### config.mk
export PLATFORM = sky130hd
export DESIGN_NAME = uart_rx_brk_flat
export DESIGN_NICKNAME = d
export VERILOG_FILES = /design/src/rtl/uart_rx_brk_pkg.sv /design/src/rtl/uart_rx_brk_if.sv /design/src/rtl/uart_rx_brk_sync2.sv /design/src/rtl/uart_rx_brk.sv /design/src/flat_wrapper.sv
export SDC_FILE = /design/constraint.sdc
export NUM_CORES = 1
export LEC_CHECK = 0
export CELL_PAD_IN_SITES_DETAIL_PLACEMENT = 1
export CELL_PAD_IN_SITES_GLOBAL_PLACEMENT = 1
export CORE_MARGIN = 1
export CORE_UTILIZATION = 50
export DETAILED_ROUTE_END_ITERATION = 12
export PLACE_DENSITY_LB_ADDON = 0.2
export SYNTH_ARGS = -nofsm -noshare
export SYNTH_HDL_FRONTEND = slang
export SYNTH_SLANG_ARGS = --single-unit
### constraint.sdc
create_clock -name clk -period 3.9 [get_ports clk]
set_input_delay 0.78 -clock clk [delete_from_list [all_inputs] [get_ports clk]]
set_output_delay 0.78 -clock clk [all_outputs]
set_load 0.05 [all_outputs]
### src/rtl/uart_rx_brk_pkg.sv
`default_nettype none
// ============================================================================
//  Module      : uart_rx_brk_pkg
//  Description : Shared receiver state encoding and baud-divider helpers.
//  Revision    : 1.0 - initial release
// ============================================================================
package uart_rx_brk_pkg;

    // Receiver states; BRK is the low-line holding state after a bad stop bit
    typedef enum logic [2:0] {
        IDLE  = 3'd0,
        START = 3'd1,
        DATA  = 3'd2,
        STOP  = 3'd3,
        BRK   = 3'd4
    } rx_state_t;

    // Clock cycles per bit (integer division, truncating)
    function automatic int calc_div(input int clk_freq, input int baud);
        return clk_freq / baud;
    endfunction

    // Cycles from the start edge to the middle of the start bit
    function automatic int calc_half(input int clk_freq, input int baud);
        return calc_div(clk_freq, baud) / 2;
    endfunction

endpackage
`default_nettype wire

### src/rtl/uart_rx_brk_if.sv
`default_nettype none
// ============================================================================
//  Module      : uart_rx_brk_if
//  Description : Byte/status bundle from the UART receiver to its consumer.
//  Revision    : 1.0 - initial release
// ============================================================================
interface uart_rx_brk_if;

    logic [7:0] rx_data;
    logic       rx_valid;
    logic       rx_frame_err;
    logic       rx_break;
    logic       rx_busy;

    // Receiver side drives everything
    modport master (
        output rx_data,
        output rx_valid,
        output rx_frame_err,
        output rx_break,
        output rx_busy
    );

    // Command parser side only observes
    modport slave (
        input rx_data,
        input rx_valid,
        input rx_frame_err,
        input rx_break,
        input rx_busy
    );

endinterface
`default_nettype wire

### src/rtl/uart_rx_brk_sync2.sv
`default_nettype none
// ============================================================================
//  Module      : uart_rx_brk_sync2
//  Description : Two-flop synchronizer with a configurable reset value.
//  Revision    : 1.0 - initial release
// ============================================================================
module uart_rx_brk_sync2 #(
    parameter logic RESET_VAL = 1'b1
) (
    input  wire logic clk,
    input  wire logic rst,
    input  wire logic d_i,
    output logic      q_o
);

    logic meta_q;
    logic sync_q;

    // Two back-to-back flops to settle metastability from the async input
    always_ff @(posedge clk or posedge rst) begin
        if (rst) begin
            meta_q <= RESET_VAL;
            sync_q <= RESET_VAL;
        end else begin
            meta_q <= d_i;
            sync_q <= meta_q;
        end
    end

    assign q_o = sync_q;

endmodule
`default_nettype wire

### src/rtl/uart_rx_brk.sv
`default_nettype none
// ============================================================================
//  Module      : uart_rx_brk
//  Description : 8N1 UART receiver with framing-error and line-break strobes.
//  Revision    : 1.0 - initial release
// ============================================================================
module uart_rx_brk
    import uart_rx_brk_pkg::*;
#(
    parameter int CLK_FREQ      = 12000000,
    parameter int UART_BAUDRATE = 9600,
    parameter int BREAK_BITS    = 16
) (
    input  wire logic     clk,
    input  wire logic     rst,
    input  wire logic     uart_rx,
    uart_rx_brk_if.master rx_if
);

    localparam int c_DIV       = calc_div(CLK_FREQ, UART_BAUDRATE);
    localparam int c_HALF      = calc_half(CLK_FREQ, UART_BAUDRATE);
    localparam int c_TW        = (c_DIV > 1) ? $clog2(c_DIV) : 1;
    localparam int c_BRK_CYC_I = BREAK_BITS * c_DIV;
    localparam int c_LW        = $clog2(c_BRK_CYC_I + 1);

    localparam logic [c_TW-1:0] c_HALF_M1 = c_TW'(c_HALF - 1);
    localparam logic [c_TW-1:0] c_DIV_M1  = c_TW'(c_DIV - 1);
    localparam logic [c_LW-1:0] c_BRK_CYC = c_LW'(c_BRK_CYC_I);
    localparam logic [c_LW-1:0] c_BRK_M1  = c_LW'(c_BRK_CYC_I - 1);

    logic             rxs;
    rx_state_t        state_q;
    logic [c_TW-1:0]  timer_q;
    logic [c_LW-1:0]  low_q;
    logic [2:0]       bit_idx_q;
    logic [7:0]       shift_q;
    logic [7:0]       data_q;
    logic             valid_q;
    logic             ferr_q;
    logic             brk_q;
    logic             busy_q;

    uart_rx_brk_sync2 #(
        .RESET_VAL (1'b1)
    ) u_sync (
        .clk (clk),
        .rst (rst),
        .d_i (uart_rx),
        .q_o (rxs)
    );

    // Frame FSM: bit timing, sampling, strobes and the break low-time counter
    always_ff @(posedge clk or posedge rst) begin
        if (rst) begin
            state_q   <= IDLE;
            timer_q   <= '0;
            low_q     <= '0;
            bit_idx_q <= '0;
            shift_q   <= '0;
            data_q    <= '0;
            valid_q   <= 1'b0;
            ferr_q    <= 1'b0;
            brk_q     <= 1'b0;
            busy_q    <= 1'b0;
        end else begin
            valid_q <= 1'b0;
            ferr_q  <= 1'b0;
            brk_q   <= 1'b0;

            // Low time is measured from the start edge and saturates, so a
            // break can be reported only once per low period
            if (state_q != IDLE && low_q != c_BRK_CYC) begin
                low_q <= low_q + 1'b1;
            end

            case (state_q)
                IDLE: begin
                    if (!rxs) begin
                        state_q <= START;
                        timer_q <= '0;
                        low_q   <= '0;
                        busy_q  <= 1'b1;
                    end
                end

                START: begin
                    if (timer_q == c_HALF_M1) begin
                        timer_q <= '0;
                        if (rxs) begin
                            // Line already back high at mid start bit: glitch
                            state_q <= IDLE;
                            busy_q  <= 1'b0;
                        end else begin
                            state_q   <= DATA;
                            bit_idx_q <= '0;
                        end
                    end else begin
                        timer_q <= timer_q + 1'b1;
                    end
                end

                DATA: begin
                    if (timer_q == c_DIV_M1) begin
                        timer_q            <= '0;
                        shift_q[bit_idx_q] <= rxs;
                        if (bit_idx_q == 3'd7) begin
                            state_q <= STOP;
                        end else begin
                            bit_idx_q <= bit_idx_q + 3'd1;
                        end
                    end else begin
                        timer_q <= timer_q + 1'b1;
                    end
                end

                STOP: begin
                    if (timer_q == c_DIV_M1) begin
                        timer_q <= '0;
                        if (rxs) begin
                            data_q  <= shift_q;
                            valid_q <= 1'b1;
                            state_q <= IDLE;
                            busy_q  <= 1'b0;
                        end else begin
                            // Bad stop bit: keep the old byte, watch for break
                            ferr_q  <= 1'b1;
                            state_q <= BRK;
                        end
                    end else begin
                        timer_q <= timer_q + 1'b1;
                    end
                end

                BRK: begin
                    if (rxs) begin
                        state_q <= IDLE;
                        busy_q  <= 1'b0;
                    end else if (low_q == c_BRK_M1) begin
                        brk_q <= 1'b1;
                    end
                end

                default: begin
                    state_q <= IDLE;
                    busy_q  <= 1'b0;
                end
            endcase
        end
    end

    assign rx_if.rx_data      = data_q;
    assign rx_if.rx_valid     = valid_q;
    assign rx_if.rx_frame_err = ferr_q;
    assign rx_if.rx_break     = brk_q;
    assign rx_if.rx_busy      = busy_q;

endmodule
`default_nettype wire

### src/flat_wrapper.sv
// flat-port wrapper written by rule: the top's interface ports become plain ports
module uart_rx_brk_flat import uart_rx_brk_pkg::*;
#(
    parameter int CLK_FREQ      = 12000000,
    parameter int UART_BAUDRATE = 9600,
    parameter int BREAK_BITS    = 16
)
  (clk, rst, uart_rx, rx_if_rx_data, rx_if_rx_valid, rx_if_rx_frame_err, rx_if_rx_break, rx_if_rx_busy);
  uart_rx_brk_if rx_if_i ();
  input  wire logic clk;
  input  wire logic rst;
  input  wire logic uart_rx;
  output wire logic [$bits(rx_if_i.rx_data)-1:0] rx_if_rx_data;
  output wire logic [$bits(rx_if_i.rx_valid)-1:0] rx_if_rx_valid;
  output wire logic [$bits(rx_if_i.rx_frame_err)-1:0] rx_if_rx_frame_err;
  output wire logic [$bits(rx_if_i.rx_break)-1:0] rx_if_rx_break;
  output wire logic [$bits(rx_if_i.rx_busy)-1:0] rx_if_rx_busy;
  assign rx_if_rx_data = rx_if_i.rx_data;
  assign rx_if_rx_valid = rx_if_i.rx_valid;
  assign rx_if_rx_frame_err = rx_if_i.rx_frame_err;
  assign rx_if_rx_break = rx_if_i.rx_break;
  assign rx_if_rx_busy = rx_if_i.rx_busy;
  uart_rx_brk #(.CLK_FREQ(CLK_FREQ), .UART_BAUDRATE(UART_BAUDRATE), .BREAK_BITS(BREAK_BITS)) u_core (.clk(clk), .rst(rst), .uart_rx(uart_rx), .rx_if(rx_if_i));
endmodule
==> results.md <==
- Placed cells: 349
- Cells after Synth: 276
- Final WL: 5930 um
- Syn Area/Cell: 9.81 um^2
- First-pass GRT wire length: 9800 um
- EDFF count, synth: 0
- Number of gates resized after CTS: 0
- Mapped cell area: 0.00271 mm^2
- Share of cells above drive strength 1: 9.76%
- Antenna fix cells: 0
- Fin. Hold Viols: 0
- Routability cong.: 0.817
- P per Cell Area: 322 mW/mm^2
- Clock sinks: 54
- Worst-Skew Late Latency: 0.32 ns
- Post-synthesis net count: 286
- Drt first-iter violations: 82
- Vias in the first global route: 2,056
- Most frequent cells in the layout: dfrtp_1, nand2_1, nor2_1
- Hold_buf cts: 0
- Longest Clk Path Bufs: 2
- Wire length per cell: 16.6 um
- I/O pin count: 15
- Commonest non-fill, non-tap cell in the layout: dfrtp_1
- Root buf cell: clkbuf_8
- Arrival time at the worst endpoint: 2.59 ns
- Detailed Routing Iterations Pass 1: 4
- H-tree levels: 2
- # nets final: 296
- Worst vdd ir: 0.000146 V
- RSZ-0062 raised after global routing: no
- Maximum operating frequency: 421 MHz
- DRC viols: 0
- Ys async rst share: 100%
- Tcrit/Tclk final: 60.9%
- Clock buffer count from CTS: 5
- Worst Path Required: 4.11 ns
- Setup crit start kind: flop
- Aggregate global routing overflow: 0
- Sequential area share after synthesis: 50.0%
- P&R area growth vs syn: 11.0%
- Yosys reg bits: 54
- Ys Warns: 0
- Relative slew slack: 50.7%
- Final HPWL DP: 4170 um
- Largest net degree at the start of global routing: 34
- Port bufs: 14
- Slew of the pin with the lowest slew margin: 0.736 ns
- Initial Util: 52.3%
- Unique cell type count in the Yosys netlist: 49
- Crit. End Element: flop
- Setup Buffers After CTS: 0
- Core Footprint: 0.00517 mm^2
- Die Footprint: 0.00571 mm^2
- Post-route setup TNS: 0 ns
- Initial antenna violation count: 0
- Row count: 26
- MaxCap Viol Count: 0
- CTS tree: done
- Remaining antenna violation count after routing: 0
- Setup Skew: 0.0112 ns
- Overall power: 0.966 mW
- Clock period minus worst slack: 2.38 ns
- Worst-path fanout max: 12
- Endpoints failing setup: 0
- Die Height: 75.6 um
- Vias post-DR: 2,045
- Slew Viols, Final: 0
- Layout Cells excl Fill: 357
- Leakage power: 1.37 nW
- Top_reg_cell synth: dfrtp_1
- WS Path Type: flop to flop
- Outcome: complete, no violations
- GRT Total Usage: 23.0%
- Util after Layout: 58.1%
- Worst-path clk slew: 0.11 ns
- Via density: 5.73
- Die W: 75.6 um
- Hold WC Path Type: flop to flop
registers in the layout, indices dropped and copies added, names as in the netlist:
signal / flops
u_core.timer_q: 11
u_core.shift_q: 8
u_core.rx_if.rx_busy: 1
u_core.rx_if.rx_frame_err: 1
u_core.low_q: 15
u_core.state_q: 3
u_core.bit_idx_q: 3
u_core.rx_if.rx_break: 1
u_core.u_sync.meta_q: 1
u_core.u_sync.q_o: 1
u_core.rx_if.rx_data: 8
u_core.rx_if.rx_valid: 1
where the power goes:
| part | switching, mW | internal (mW) | leakage (nW) |
|---|---|---|---|
| Clock | 0.194 | 0.191 | 0.0504 |
| Combinational | 0.0127 | 0.00359 | 0.597 |
| Sequential | 0.00302 | 0.561 | 0.718 |
synthesized netlist by cell type (5+ instances only):
library cell	n	area, um^2
nor2_1	24	90.1
or3_1	5	31.3
and3_1	8	50.1
nor3_1	7	35.0
o21ai_0	14	70.1
mux2_2	8	90.1
inv_1	9	33.8
a21o_1	7	52.6
nand4_1	9	56.3
dfrtp_1	52	1300
nand2_1	42	158
xor2_1	6	52.6
nand3_1	15	75.1
ha_1	7	87.6
a21oi_1	8	40.0
clkbuf_1	8	30.0
per-layer routing:
layer  vias up  track usage [%]  part of all wire (%)
li1        992                -                     -
met5         -                0                     0
met1      1031             29.5                    48
met2        16             39.9                    49
met3         6             4.37                   1.9
met4         0             6.17                   1.2
worst paths after layout:
path / slack, ns / depth (start not counted) / startpoint / endpoint
setup / recovery: 1.52 / 7 / u_core.timer_q[0] / u_core.timer_q[10]
hold / removal: 0.37 / 0 / u_core.u_sync.meta_q / u_core.u_sync.q_o
setup reg to reg: 1.52 / 7 / u_core.timer_q[0] / u_core.timer_q[10]
hold reg to reg: 0.37 / 0 / u_core.u_sync.meta_q / u_core.u_sync.q_o
max in group asynchronous: 2.19 / 3 / rst / u_core.u_sync.meta_q
min in group asynchronous: 0.90 / 2 / rst / u_core.shift_q[3]
cell families (layout without fill, tap and decap cells):
kind of cell | count (synthesis) | in the layout | synth area share, %
xor+xnor | 9 | 9 | 2.91
simple gates | 132 | 132 | 25.8
fa+ha+maj | 7 | 7 | 3.24
flops | 54 | 54 | 50.0
mux | 10 | 10 | 4.11
compound gates | 43 | 43 | 10.8
buf+inv | 21 | 32 | 3.10
cell type report:
| type | count | area [um^2] |
|---|---|---|
| Clock inverter | 3 | 45.0 |
| Inverter | 9 | 33.8 |
| Sequential cell | 54 | 1350 |
| Timing Repair Buffer | 15 | 148 |
| Tap cell | 70 | 87.6 |
| Fill cell | 583 | 2170 |
| Clock buffer | 5 | 68.8 |
| Multi-Input combinational cell | 201 | 1270 |
critical path: stages (launching register included):
cell and delay, ns:
dfrtp_1 0.45, inv_1 0.09, ha_1 0.14, or3b_2 0.47, o311ai_4 0.36, o21a_1 0.41
o21ai_0 0.15, a21o_1 0.21
per-stage QoR:
step | instance area [um^2] | worst slack, ns | hold WS [ns]
after floorplan | 2710 | 1.80 | 0.345
after global placement | 2890 | 1.62 | 0.347
after detailed placement | 2890 | 1.52 | 0.348
after CTS | 3010 | 1.51 | 0.367
after global routing | 3010 | 1.34 | 0.374
final | 3010 | 1.52 | 0.367
No activity file was read; power rests on OpenSTA's default activity.
